`src/rtl/ocra_grad_ctrl.sv`:
```
// OCRA1 / GPA-FHDO gradient DAC serial controller with AXI4-Lite register
// access and a level interrupt signalling end of transfer.
module ocra_grad_ctrl #(
    parameter integer      C_S00_AXI_DATA_WIDTH    = 32,
    parameter integer      C_S00_AXI_ADDR_WIDTH    = 14,
    parameter integer      C_S_AXI_INTR_DATA_WIDTH = 32,
    parameter integer      C_S_AXI_INTR_ADDR_WIDTH = 5,
    parameter integer      C_NUM_OF_INTR           = 1,
    parameter logic [31:0] C_INTR_SENSITIVITY      = 32'hffffffff,
    parameter logic [31:0] C_INTR_ACTIVE_STATE     = 32'hffffffff,
    parameter integer      C_IRQ_SENSITIVITY       = 1,
    parameter integer      C_IRQ_ACTIVE_STATE      = 1
) (
    input  logic                                   s00_axi_aclk,
    input  logic                                   s00_axi_aresetn,
    input  logic [C_S00_AXI_ADDR_WIDTH-1:0]        s00_axi_awaddr,
    input  logic [2:0]                             s00_axi_awprot,
    input  logic                                   s00_axi_awvalid,
    output logic                                   s00_axi_awready,
    input  logic [C_S00_AXI_DATA_WIDTH-1:0]        s00_axi_wdata,
    input  logic [(C_S00_AXI_DATA_WIDTH/8)-1:0]    s00_axi_wstrb,
    input  logic                                   s00_axi_wvalid,
    output logic                                   s00_axi_wready,
    output logic [1:0]                             s00_axi_bresp,
    output logic                                   s00_axi_bvalid,
    input  logic                                   s00_axi_bready,
    input  logic [C_S00_AXI_ADDR_WIDTH-1:0]        s00_axi_araddr,
    input  logic [2:0]                             s00_axi_arprot,
    input  logic                                   s00_axi_arvalid,
    output logic                                   s00_axi_arready,
    output logic [C_S00_AXI_DATA_WIDTH-1:0]        s00_axi_rdata,
    output logic [1:0]                             s00_axi_rresp,
    output logic                                   s00_axi_rvalid,
    input  logic                                   s00_axi_rready,
    input  logic                                   s_axi_intr_aclk,
    input  logic                                   s_axi_intr_aresetn,
    input  logic [C_S_AXI_INTR_ADDR_WIDTH-1:0]     s_axi_intr_awaddr,
    input  logic [2:0]                             s_axi_intr_awprot,
    input  logic                                   s_axi_intr_awvalid,
    output logic                                   s_axi_intr_awready,
    input  logic [C_S_AXI_INTR_DATA_WIDTH-1:0]     s_axi_intr_wdata,
    input  logic [(C_S_AXI_INTR_DATA_WIDTH/8)-1:0] s_axi_intr_wstrb,
    input  logic                                   s_axi_intr_wvalid,
    output logic                                   s_axi_intr_wready,
    output logic [1:0]                             s_axi_intr_bresp,
    output logic                                   s_axi_intr_bvalid,
    input  logic                                   s_axi_intr_bready,
    input  logic [C_S_AXI_INTR_ADDR_WIDTH-1:0]     s_axi_intr_araddr,
    input  logic [2:0]                             s_axi_intr_arprot,
    input  logic                                   s_axi_intr_arvalid,
    output logic                                   s_axi_intr_arready,
    output logic [C_S_AXI_INTR_DATA_WIDTH-1:0]     s_axi_intr_rdata,
    output logic [1:0]                             s_axi_intr_rresp,
    output logic                                   s_axi_intr_rvalid,
    input  logic                                   s_axi_intr_rready,
    output logic                                   irq,
    input  logic [13:0]                            grad_bram_offset_i,
    input  logic                                   grad_bram_rst_i,
    output logic                                   oc1_clk_o,
    output logic                                   oc1_syncn_o,
    output logic                                   oc1_ldacn_o,
    output logic                                   oc1_sdox_o,
    output logic                                   oc1_sdoy_o,
    output logic                                   oc1_sdoz_o,
    output logic                                   oc1_sdoz2_o,
    output logic                                   fhd_clk_o,
    output logic                                   fhd_sdo_o,
    output logic                                   fhd_ssn_o,
    input  logic                                   fhd_sdi_i
);

    typedef enum logic [1:0] {S_IDLE, S_SHIFT, S_LDAC} state_t;

    logic        aw_rdy, b_vld, ar_rdy, r_vld, wr_en, rd_en, start;
    logic [31:0] r_data, rd_mux;
    logic [11:0] wr_idx, rd_idx;
    logic [31:0] ctrl, fhd_rx, sr_f;
    logic [3:0]  div, hcnt;
    logic [23:0] data_x, data_y, data_z, data_z2, sr_x, sr_y, sr_z, sr_z2;
    logic        busy, mode, sclk;
    logic [4:0]  bitcnt, last_bit;
    state_t      state;
    logic        i_aw_rdy, i_b_vld, i_ar_rdy, i_r_vld, i_wr_en, i_rd_en;
    logic [31:0] i_r_data;
    logic        gie, ier, isr, busy_q;
    logic        unused_ok;

    function automatic logic [31:0] apply_strb(input logic [31:0] old, input logic [31:0] wd,
                                               input logic [3:0] st);
        logic [31:0] r;
        r = old;
        for (int unsigned i = 0; i < 4; i++)
            if (st[i]) r[8*i +: 8] = wd[8*i +: 8];
        return r;
    endfunction

    assign wr_en    = aw_rdy & s00_axi_awvalid & s00_axi_wvalid;
    assign rd_en    = ar_rdy & s00_axi_arvalid;
    assign wr_idx   = s00_axi_awaddr[13:2];
    assign rd_idx   = s00_axi_araddr[13:2];
    assign start    = wr_en && (wr_idx == 12'd3) && !busy && !grad_bram_rst_i;
    assign last_bit = mode ? 5'd31 : 5'd23;

    assign s00_axi_awready = aw_rdy;
    assign s00_axi_wready  = aw_rdy;
    assign s00_axi_bvalid  = b_vld;
    assign s00_axi_bresp   = 2'b00;
    assign s00_axi_arready = ar_rdy;
    assign s00_axi_rvalid  = r_vld;
    assign s00_axi_rdata   = r_data;
    assign s00_axi_rresp   = 2'b00;

    // Main bus handshake: address and data accepted together, one-cycle ready pulses
    always_ff @(posedge s00_axi_aclk or negedge s00_axi_aresetn) begin
        if (!s00_axi_aresetn) begin
            aw_rdy <= 1'b0;
            b_vld  <= 1'b0;
            ar_rdy <= 1'b0;
            r_vld  <= 1'b0;
            r_data <= '0;
        end else begin
            aw_rdy <= !aw_rdy && s00_axi_awvalid && s00_axi_wvalid && !b_vld;
            if (wr_en) b_vld <= 1'b1;
            else if (s00_axi_bready) b_vld <= 1'b0;
            ar_rdy <= !ar_rdy && s00_axi_arvalid && !r_vld;
            if (rd_en) begin
                r_vld  <= 1'b1;
                r_data <= rd_mux;
            end else if (s00_axi_rready) begin
                r_vld <= 1'b0;
            end
        end
    end

    // Main bus read decode
    always_comb begin
        rd_mux = '0;
        case (rd_idx)
            12'd0:   rd_mux = ctrl;
            12'd1:   rd_mux = {28'd0, div};
            12'd2:   rd_mux = {2'b00, grad_bram_offset_i, 15'd0, busy};
            12'd4:   rd_mux = {8'd0, data_x};
            12'd5:   rd_mux = {8'd0, data_y};
            12'd6:   rd_mux = {8'd0, data_z};
            12'd7:   rd_mux = {8'd0, data_z2};
            12'd8:   rd_mux = fhd_rx;
            default: rd_mux = '0;
        endcase
    end

    // Main bus register file with byte strobes
    always_ff @(posedge s00_axi_aclk or negedge s00_axi_aresetn) begin
        if (!s00_axi_aresetn) begin
            ctrl    <= '0;
            div     <= '0;
            data_x  <= '0;
            data_y  <= '0;
            data_z  <= '0;
            data_z2 <= '0;
        end else if (wr_en) begin
            case (wr_idx)
                12'd0:   ctrl    <= apply_strb(ctrl, s00_axi_wdata, s00_axi_wstrb);
                12'd1:   if (s00_axi_wstrb[0]) div <= s00_axi_wdata[3:0];
                12'd4:   data_x  <= 24'(apply_strb({8'd0, data_x}, s00_axi_wdata, s00_axi_wstrb));
                12'd5:   data_y  <= 24'(apply_strb({8'd0, data_y}, s00_axi_wdata, s00_axi_wstrb));
                12'd6:   data_z  <= 24'(apply_strb({8'd0, data_z}, s00_axi_wdata, s00_axi_wstrb));
                12'd7:   data_z2 <= 24'(apply_strb({8'd0, data_z2}, s00_axi_wdata, s00_axi_wstrb));
                default: ;
            endcase
        end
    end

    // Serial engine: data changes on the falling serial clock, FHDO input sampled on the rising one
    always_ff @(posedge s00_axi_aclk or negedge s00_axi_aresetn) begin
        if (!s00_axi_aresetn) begin
            state <= S_IDLE;
            busy <= 1'b0; mode <= 1'b0; sclk <= 1'b0;
            hcnt <= '0; bitcnt <= '0;
            sr_x <= '0; sr_y <= '0; sr_z <= '0; sr_z2 <= '0; sr_f <= '0;
            fhd_rx <= '0;
            oc1_clk_o <= 1'b0; oc1_syncn_o <= 1'b1; oc1_ldacn_o <= 1'b1;
            oc1_sdox_o <= 1'b0; oc1_sdoy_o <= 1'b0; oc1_sdoz_o <= 1'b0; oc1_sdoz2_o <= 1'b0;
            fhd_clk_o <= 1'b0; fhd_sdo_o <= 1'b0; fhd_ssn_o <= 1'b1;
        end else if (grad_bram_rst_i) begin
            state <= S_IDLE;
            busy <= 1'b0; sclk <= 1'b0; hcnt <= '0; bitcnt <= '0;
            oc1_clk_o <= 1'b0; oc1_syncn_o <= 1'b1; oc1_ldacn_o <= 1'b1;
            oc1_sdox_o <= 1'b0; oc1_sdoy_o <= 1'b0; oc1_sdoz_o <= 1'b0; oc1_sdoz2_o <= 1'b0;
            fhd_clk_o <= 1'b0; fhd_sdo_o <= 1'b0; fhd_ssn_o <= 1'b1;
        end else begin
            case (state)
                S_IDLE: begin
                    if (start) begin
                        busy <= 1'b1; mode <= ctrl[0]; sclk <= 1'b0;
                        hcnt <= '0; bitcnt <= '0;
                        state <= S_SHIFT;
                        if (ctrl[0]) begin
                            sr_f <= s00_axi_wdata;
                            fhd_sdo_o <= s00_axi_wdata[31];
                            fhd_ssn_o <= 1'b0;
                        end else begin
                            sr_x <= data_x; sr_y <= data_y; sr_z <= data_z; sr_z2 <= data_z2;
                            oc1_sdox_o <= data_x[23]; oc1_sdoy_o <= data_y[23];
                            oc1_sdoz_o <= data_z[23]; oc1_sdoz2_o <= data_z2[23];
                            oc1_syncn_o <= 1'b0;
                        end
                    end
                end
                S_SHIFT: begin
                    if (hcnt != div) begin
                        hcnt <= hcnt + 4'd1;
                    end else begin
                        hcnt <= '0;
                        if (!sclk) begin
                            sclk <= 1'b1;
                            if (mode) begin
                                fhd_clk_o <= 1'b1;
                                fhd_rx <= {fhd_rx[30:0], fhd_sdi_i};
                            end else begin
                                oc1_clk_o <= 1'b1;
                            end
                        end else begin
                            sclk <= 1'b0;
                            oc1_clk_o <= 1'b0;
                            fhd_clk_o <= 1'b0;
                            sr_x <= {sr_x[22:0], 1'b0}; sr_y <= {sr_y[22:0], 1'b0};
                            sr_z <= {sr_z[22:0], 1'b0}; sr_z2 <= {sr_z2[22:0], 1'b0};
                            sr_f <= {sr_f[30:0], 1'b0};
                            if (bitcnt == last_bit) begin
                                oc1_sdox_o <= 1'b0; oc1_sdoy_o <= 1'b0;
                                oc1_sdoz_o <= 1'b0; oc1_sdoz2_o <= 1'b0;
                                fhd_sdo_o <= 1'b0;
                                if (mode) begin
                                    fhd_ssn_o <= 1'b1;
                                    busy <= 1'b0;
                                    state <= S_IDLE;
                                end else begin
                                    oc1_syncn_o <= 1'b1;
                                    oc1_ldacn_o <= 1'b0;
                                    state <= S_LDAC;
                                end
                            end else begin
                                bitcnt <= bitcnt + 5'd1;
                                if (mode) begin
                                    fhd_sdo_o <= sr_f[30];
                                end else begin
                                    oc1_sdox_o <= sr_x[22]; oc1_sdoy_o <= sr_y[22];
                                    oc1_sdoz_o <= sr_z[22]; oc1_sdoz2_o <= sr_z2[22];
                                end
                            end
                        end
                    end
                end
                S_LDAC: begin
                    if (hcnt != div) begin
                        hcnt <= hcnt + 4'd1;
                    end else begin
                        hcnt <= '0;
                        oc1_ldacn_o <= 1'b1;
                        busy <= 1'b0;
                        state <= S_IDLE;
                    end
                end
                default: state <= S_IDLE;
            endcase
        end
    end

    assign i_wr_en = i_aw_rdy & s_axi_intr_awvalid & s_axi_intr_wvalid;
    assign i_rd_en = i_ar_rdy & s_axi_intr_arvalid;

    assign s_axi_intr_awready = i_aw_rdy;
    assign s_axi_intr_wready  = i_aw_rdy;
    assign s_axi_intr_bvalid  = i_b_vld;
    assign s_axi_intr_bresp   = 2'b00;
    assign s_axi_intr_arready = i_ar_rdy;
    assign s_axi_intr_rvalid  = i_r_vld;
    assign s_axi_intr_rdata   = i_r_data;
    assign s_axi_intr_rresp   = 2'b00;
    assign irq = gie & ier & isr;

    // Interrupt bus and registers; the intr clock is the main clock, so one domain is used
    always_ff @(posedge s00_axi_aclk or negedge s_axi_intr_aresetn) begin
        if (!s_axi_intr_aresetn) begin
            i_aw_rdy <= 1'b0; i_b_vld <= 1'b0; i_ar_rdy <= 1'b0; i_r_vld <= 1'b0;
            i_r_data <= '0;
            gie <= 1'b0; ier <= 1'b0; isr <= 1'b0; busy_q <= 1'b0;
        end else begin
            busy_q <= busy;
            i_aw_rdy <= !i_aw_rdy && s_axi_intr_awvalid && s_axi_intr_wvalid && !i_b_vld;
            if (i_wr_en) i_b_vld <= 1'b1;
            else if (s_axi_intr_bready) i_b_vld <= 1'b0;
            i_ar_rdy <= !i_ar_rdy && s_axi_intr_arvalid && !i_r_vld;
            if (i_rd_en) begin
                i_r_vld <= 1'b1;
                case (s_axi_intr_araddr[4:2])
                    3'd0:    i_r_data <= {31'd0, gie};
                    3'd1:    i_r_data <= {31'd0, ier};
                    3'd2:    i_r_data <= {31'd0, isr};
                    default: i_r_data <= '0;
                endcase
            end else if (s_axi_intr_rready) begin
                i_r_vld <= 1'b0;
            end
            if (i_wr_en && s_axi_intr_wstrb[0]) begin
                if (s_axi_intr_awaddr[4:2] == 3'd0) gie <= s_axi_intr_wdata[0];
                if (s_axi_intr_awaddr[4:2] == 3'd1) ier <= s_axi_intr_wdata[0];
            end
            if (busy_q && !busy) isr <= 1'b1;
            else if (i_wr_en && s_axi_intr_wstrb[0] && s_axi_intr_wdata[0]
                     && s_axi_intr_awaddr[4:2] == 3'd3) isr <= 1'b0;
        end
    end

    assign unused_ok = ^{s00_axi_awprot, s00_axi_arprot, s00_axi_awaddr[1:0], s00_axi_araddr[1:0],
                         s_axi_intr_aclk, s_axi_intr_awprot, s_axi_intr_arprot,
                         s_axi_intr_awaddr[1:0], s_axi_intr_araddr[1:0],
                         s_axi_intr_wdata[31:1], s_axi_intr_wstrb[3:1],
                         C_NUM_OF_INTR[0], C_INTR_SENSITIVITY[0], C_INTR_ACTIVE_STATE[0],
                         C_IRQ_SENSITIVITY[0], C_IRQ_ACTIVE_STATE[0]};

endmodule

```
`config.mk`:
```
export PLATFORM = sky130hd
export DESIGN_NAME = ocra_grad_ctrl
export DESIGN_NICKNAME = d
export VERILOG_FILES = /design/src/rtl/ocra_grad_ctrl.sv
export SDC_FILE = /design/constraint.sdc
export NUM_CORES = 1
export LEC_CHECK = 0
export CELL_PAD_IN_SITES_DETAIL_PLACEMENT = 1
export CELL_PAD_IN_SITES_GLOBAL_PLACEMENT = 2
export CORE_MARGIN = 1.5
export CORE_UTILIZATION = 42
export CTS_BUF_LIST = sky130_fd_sc_hd__clkbuf_2
export DETAILED_ROUTE_END_ITERATION = 12
export MAX_ROUTING_LAYER = met4
export PLACE_DENSITY_LB_ADDON = 0.1
export SLEW_MARGIN = 5
export SYNTH_ARGS = -nofsm -noshare
export SYNTH_HDL_FRONTEND = slang
export SYNTH_SLANG_ARGS = --single-unit
```
`constraint.sdc`:
```
create_clock -name s00_axi_aclk -period 4.6 [get_ports s00_axi_aclk]
set_input_delay 0.92 -clock s00_axi_aclk [delete_from_list [all_inputs] [get_ports s00_axi_aclk]]
set_output_delay 0.92 -clock s00_axi_aclk [all_outputs]
set_load 0.005 [all_outputs]
```
==> results.yml, run 1 <==
floorplan:
  core_area_um2: 40800
  initial_core_util_pct: 42.5
  rows: 74
  die_area_um2: 42500
  dieHeight_um: 206
  die_width_um: 206
  ioPinCount: 245
routing:
  dr.pass1.iters: 5
  drt_wl_total_um: 48200
  vias: 11603
  postRouteAntennaNets: 0
  drt-wirelength-per-cell_um: 22.6
  viasPerCell: 5.43
  drtIter0Drc: 435
  route.detailed.drc: 0
synthesis:
  avgSynthCellArea_um2: 13.1
  postSynthCellCount: 1327
  synth_flop_cell: "dfrtp_1"
  synth_top_family_by_area: "multiplexers"
  synth_fa_ha_area_share_pct: 0.433
  ys_seq_elements: 356
  synth_top_area_cell: "dfrtp_1"
  synth_area_um2: 17300
  synth_edf_count: 0
  synth_xor_area_share_pct: 0.253
  synth_top_area_share_pct: 50.9
  synth-simple-area-share_pct: 5.32
  ys_async_sr_fraction_pct: 100
  synth_cell_types: 56
  synth_compound_area_share_pct: 8.05
  ys_seq_area_share_pct: 51.4
  synth.area.top_cells: "dfrtp_1 51%, mux2_2 22%, mux2_4 6.9%, a22oi_1 2.1%, buf_4 1.8%"
  synthMuxAreaShare_pct: 30.3
  yosysWarnings: 0
sta:
  grt_setup_unrepaired: "false"
  drv_slew: 0
  fin_skew_ps: 88.6
  max_freq_mhz: 309
  relSlewSlack_pct: 30.7
  hold_viol_final: 0
  fin_crit_ps: 3240
  fin_tns_setup_ps: 0
  finalCritPeriodShare_pct: 70.4
  finalSetupViolCount: 0
  tightestPinTransition_ps: 1040
worst_setup_path:
  cp_num_buf_inv: 1
  critical-path-slowest-cell: "or4_1"
  critical-path-max-stage-delay_ps: 760
  cp_cell_sequence: "xor2_1 > or4_1 > o22a_1 > or3_4 > buf_4 > mux2_4"
  path_class: "flip-flop to flip-flop"
  cp_data_arrival_time_ps: 4080
  cp.required_ps: 5450
  crit_fanout: 41
  worst_setup_path_start_kind: "flip-flop"
  critPathCaptureType: "flip-flop"
  crit_family: "simple AND/OR/NAND/NOR gates"
cts:
  numCtsBuffers: 96
  cts_sinks: 356
  insertion_delay_ps: 1010
  clk_pin_slew_ps: 110
  clockBufferDepth: 3
  cts_tree: "done"
  root_buffer: "clkbuf_2"
  cts_resized: 0
  htree_levels: 3
grt:
  grt_overflow_total: 0
  busiest_layer: "met2"
  met1_usage_pct: 31.7
  antenna_found_initial: 1
  grt_max_degree: 101
  grt_pass1_wl_um: 74900
  gr-usage-met2_pct: 37.3
  grt.total_usage_pct: 24.0
  grt_pass1_vias: 12593
  grtUsageMet3_pct: 4.84
worst_hold_path:
  worstHoldPathType: "primary input to async pin"
power_and_ir_drop:
  peakVddDrop_uv: 161
  p_leak_nw: 9.79
  pwr_density_cell_nw_per_um2: 322
  power_mw: 6.51
placement:
  dp_hpwl_um: 32100
  gp_congestion: 0.766
  dpl.cell_count: 1965
  numPortBuffers: 150
cells_and_area:
  syn_to_final_growth_pct: 16.5
  drive_gt1_share_pct: 39.3
  final_cell_count_no_fill: 2136
  final_nets: 1690
  multi_input_area_um2: 7880
  fill_cells: 4289
  final_common_cell: "dfrtp_1"
  seq_area_um2: 8910
  final_cell_mix: "353 x dfrtp_1, 343 x mux2_2, 151 x clkbuf_2"
run:
  drv_cap: 0
run_status:
  status: "finished clean"
[logic make-up (layout without fill, tap and decap cells)]
| logic type | after synthesis | in the layout |
|---|---|---|
| xor+xnor | 5 | 5 |
| flops | 356 | 356 |
| fa+ha+maj | 6 | 6 |
| buf+inv | 133 | 371 |
| simple gates | 183 | 183 |
| compound gates | 205 | 205 |
| mux | 438 | 438 |
| other cells | 1 | 40 |
[Yosys cell counts (4+ instances only)]
cell type,count
dfrtp_1,353
a2bb2oi_1,8
buf_4,41
a22o_1,8
a21oi_1,19
or4_1,4
mux2i_1,11
nor4_1,6
nand3_1,19
and3_1,8
ha_1,6
o22ai_1,21
nand2_1,55
buf_2,11
nand4_1,6
and2_1,15
mux2_2,343
a31oi_1,11
o21ai_0,47
clkbuf_1,49
a22oi_1,49
mux2_4,80
nor2_1,28
nor3_1,14
a221oi_1,13
nor2b_1,14
buf_6,9
inv_1,20
a32oi_1,4
xor2_1,5
a21o_1,5
[metrics by stage]
| step | hold WS, ps | setup slack [ps] | cell area [µm²] | util (%) |
|---|---|---|---|---|
| after floorplan | 422 | 1850 | 17500 | - |
| after global placement | 442 | 775 | 19300 | 47.3 |
| after detailed placement | 456 | 679 | 19300 | 47.3 |
| after CTS | 132 | 1370 | 20200 | 49.5 |
| after global routing | 159 | 1260 | 20200 | 49.5 |
| final | 249 | 1360 | 20200 | 49.5 |
[registers in the layout (all words and copies together), names as in the netlist, 24 cells and up]
| name | count |
|---|---|
| data_z | 24 |
| data_y | 24 |
| data_z2 | 24 |
| ctrl | 32 |
| fhd_rx | 32 |
| data_x | 24 |
| s00_axi_rdata | 32 |
| sr_f | 31 |
[metal layers]
metal  part of all wire [%]  vias to the layer above
li1                       -                     5277
met4                    2.1                        0
met1                     46                     6009
met5                      0                        -
met2                     48                      246
met3                    4.0                       71
[area by class of cell]
cell class	count	share of cell area (%)
flip-flops and latches	356	44.1
multi-input cells	876	39.0
repair buffers	182	8.88
clock buffers	151	3.74
well taps	532	3.30
clock inverters	18	0.551
inverters	20	0.372
diodes	1	0.0124
[path summary, 6_finish.rpt]
check                           slack, ps  depth (start not counted)                 end          startpoint
worst max-delay path                 1360                          6            sr_z2[6]              div[3]
worst min-delay path                  250                          1   s_axi_intr_rvalid  s_axi_intr_aresetn
worst max register to register       1360                          6            sr_z2[6]              div[3]
max in group asynchronous            2980                          3         oc1_ldacn_o     s00_axi_aresetn
worst min register to register        470                          1  s_axi_intr_awready   s_axi_intr_bvalid
min in group s00_axi_aclk             470                          1  s_axi_intr_awready   s_axi_intr_bvalid
[timing repair]
item | in CTS | in global routing
hold buffers | 1 | 0
hold endpoints to repair | 95 | 0
buffers inserted | 0 | 0
[power breakdown]
group	internal, mW	total [mW]	leakage, nW	switching, mW
sequential	3.30	3.41	4.89	0.102
clock	0.918	2.28	0.672	1.36
combinational	0.402	0.821	4.23	0.419
total	4.62	6.51	9.79	1.88
No activity file was read; power rests on OpenSTA's default activity.
==> run 2: changes to the inputs <==
--- a/config.mk
+++ b/config.mk
@@ -8,7 +8,7 @@
 export CELL_PAD_IN_SITES_DETAIL_PLACEMENT = 1
 export CELL_PAD_IN_SITES_GLOBAL_PLACEMENT = 2
 export CORE_MARGIN = 1.5
-export CORE_UTILIZATION = 42
+export CORE_UTILIZATION = 39
 export CTS_BUF_LIST = sky130_fd_sc_hd__clkbuf_2
 export DETAILED_ROUTE_END_ITERATION = 12
 export MAX_ROUTING_LAYER = met4
==> constraint.sdc (replaced) <==
create_clock -name s00_axi_aclk -period 3 [get_ports s00_axi_aclk]
set_input_delay 0.6 -clock s00_axi_aclk [delete_from_list [all_inputs] [get_ports s00_axi_aclk]]
set_output_delay 0.6 -clock s00_axi_aclk [all_outputs]
set_load 0.005 [all_outputs]
==> results.yml, run 2 (same netlist as run 1, synthesis figures left out) <==
placement:
  preCtsSetupSlack_ps: -299
  dp_hpwl_um: 33100
  gp_congestion: 0.776
  numPortBuffers: 150
  dpl.cell_count: 2075
cells_and_area:
  syn_to_final_growth_pct: 20.7
  final_cell_mix: "353 x dfrtp_1, 343 x mux2_2, 148 x clkdlybuf4s50_1"
  drive_gt1_share_pct: 41.1
  final_common_cell: "dfrtp_1"
  final_nets: 1745
  seq_area_um2: 8910
  final_cell_count_no_fill: 2262
  fill_cells: 4691
  multi_input_area_um2: 7890
cts:
  numCtsBuffers: 98
  cts_resized: 0
  cts_sinks: 356
  clockBufferDepth: 3
  insertion_delay_ps: 1070
  cts_tree: "done"
  root_buffer: "clkbuf_2"
  clk_pin_slew_ps: 100
  htree_levels: 3
sta:
  fin_skew_ps: 63.8
  whs_ps: 131
  max_freq_mhz: 369
  tightestPinTransition_ps: 1010
  grt_setup_unrepaired: "false"
  relSlewSlack_pct: 32.0
  drv_slew: 0
  hold_viol_final: 0
  setup_slack_ps: 288
  finalSetupViolCount: 0
  finalCritPeriodShare_pct: 90.4
  fin_crit_ps: 2710
  fin_tns_setup_ps: 0
floorplan:
  die_area_um2: 45700
  initial_core_util_pct: 39.4
  die_width_um: 214
  dieHeight_um: 214
  rows: 77
  core_area_um2: 44000
  ioPinCount: 245
run_status:
  status: "finished clean"
grt:
  grt_overflow_total: 0
  antenna_found_initial: 3
  grt_pass1_wl_um: 76800
  grt.total_usage_pct: 23.0
  grt_max_degree: 97
  grt_pass1_vias: 13015
worst_setup_path:
  path_class: "flip-flop to output pin"
  cp_data_arrival_time_ps: 2110
  cp_num_buf_inv: 1
  critPathCaptureType: "output pin"
  cp_cell_sequence: "clkdlybuf4s50_1"
  crit_family: "flip-flops"
  critical-path-slowest-cell: "dfstp_2"
  critical-path-max-stage-delay_ps: 570
  cp.required_ps: 2400
  worst_setup_path_start_kind: "flip-flop"
  crit_fanout: 2
routing:
  vias: 11851
  drt-wirelength-per-cell_um: 21.9
  route.detailed.drc: 0
  drt_wl_total_um: 49600
  postRouteAntennaNets: 0
  drtIter0Drc: 533
  viasPerCell: 5.24
  dr.pass1.iters: 4
power_and_ir_drop:
  power_mw: 10.3
  p_leak_nw: 10.1
  pwr_density_cell_nw_per_um2: 493
  peakVddDrop_uv: 252
run:
  drv_cap: 0
worst_hold_path:
  worstHoldPathType: "primary input to flip-flop"
==> run 2: final cells by class <==
cell class              instances  area share, %
flip-flops and latches        356           42.6
clock inverters                32           1.03
well taps                     592           3.54
clock buffers                 147           3.51
multi-input cells             876           37.7
repair buffers                235           11.3
inverters                      20          0.359
diodes                          4         0.0478
==> run 2: worst reg2reg max path: stages, from the launching register on <==
cell	delay [ps]
dfrtp_1	450
xor2_1	200
or4_1	560
o22a_1	240
or3_4	460
buf_12	230
mux2_4	380
==> run 2: power breakdown <==
| part | internal (mW) | total [mW] | switching, mW |
|---|---|---|---|
| clock | 1.58 | 3.76 | 2.19 |
| sequential | 5.07 | 5.23 | 0.167 |
| combinational | 0.663 | 1.33 | 0.664 |
==> run 2: routing by layer <==
metal,track usage [%],vias up,routed length [µm]
met2,35.8,222,23600
met1,30.6,6147,23200
li1,-,5410,-
met4,6.92,0,952
met3,4.09,72,1810
met5,-,-,0
==> run 2: worst paths after layout <==
kind                                    endpoint  cells past startpoint            start  slack [ps]
worst max-delay path                   fhd_ssn_o                      1        fhd_ssn_o         290
worst min-delay path              s00_axi_rvalid                      2   s00_axi_rready         130
worst max register to register           sr_z[5]                      6           div[3]         330
worst min register to register   s00_axi_arready                      1   s00_axi_rvalid         440
max in group asynchronous               sr_f[13]                      3  s00_axi_aresetn        2020
min in group asynchronous       s00_axi_rdata[4]                      2  s00_axi_aresetn         180
==> run 2: per-stage QoR <==
step | area [µm²] | util (%)
after floorplan | 17500 | -
after global placement | 19900 | 45.3
after detailed placement | 19900 | 45.3
after CTS | 20900 | 47.5
after global routing | 20900 | 47.6
final | 20900 | 47.6
==> run 2: repair_timing <==
item	4_1_cts	5_1_grt
setup buffers	0	0
hold buffers	4	0
hold endpoints to repair	174	0
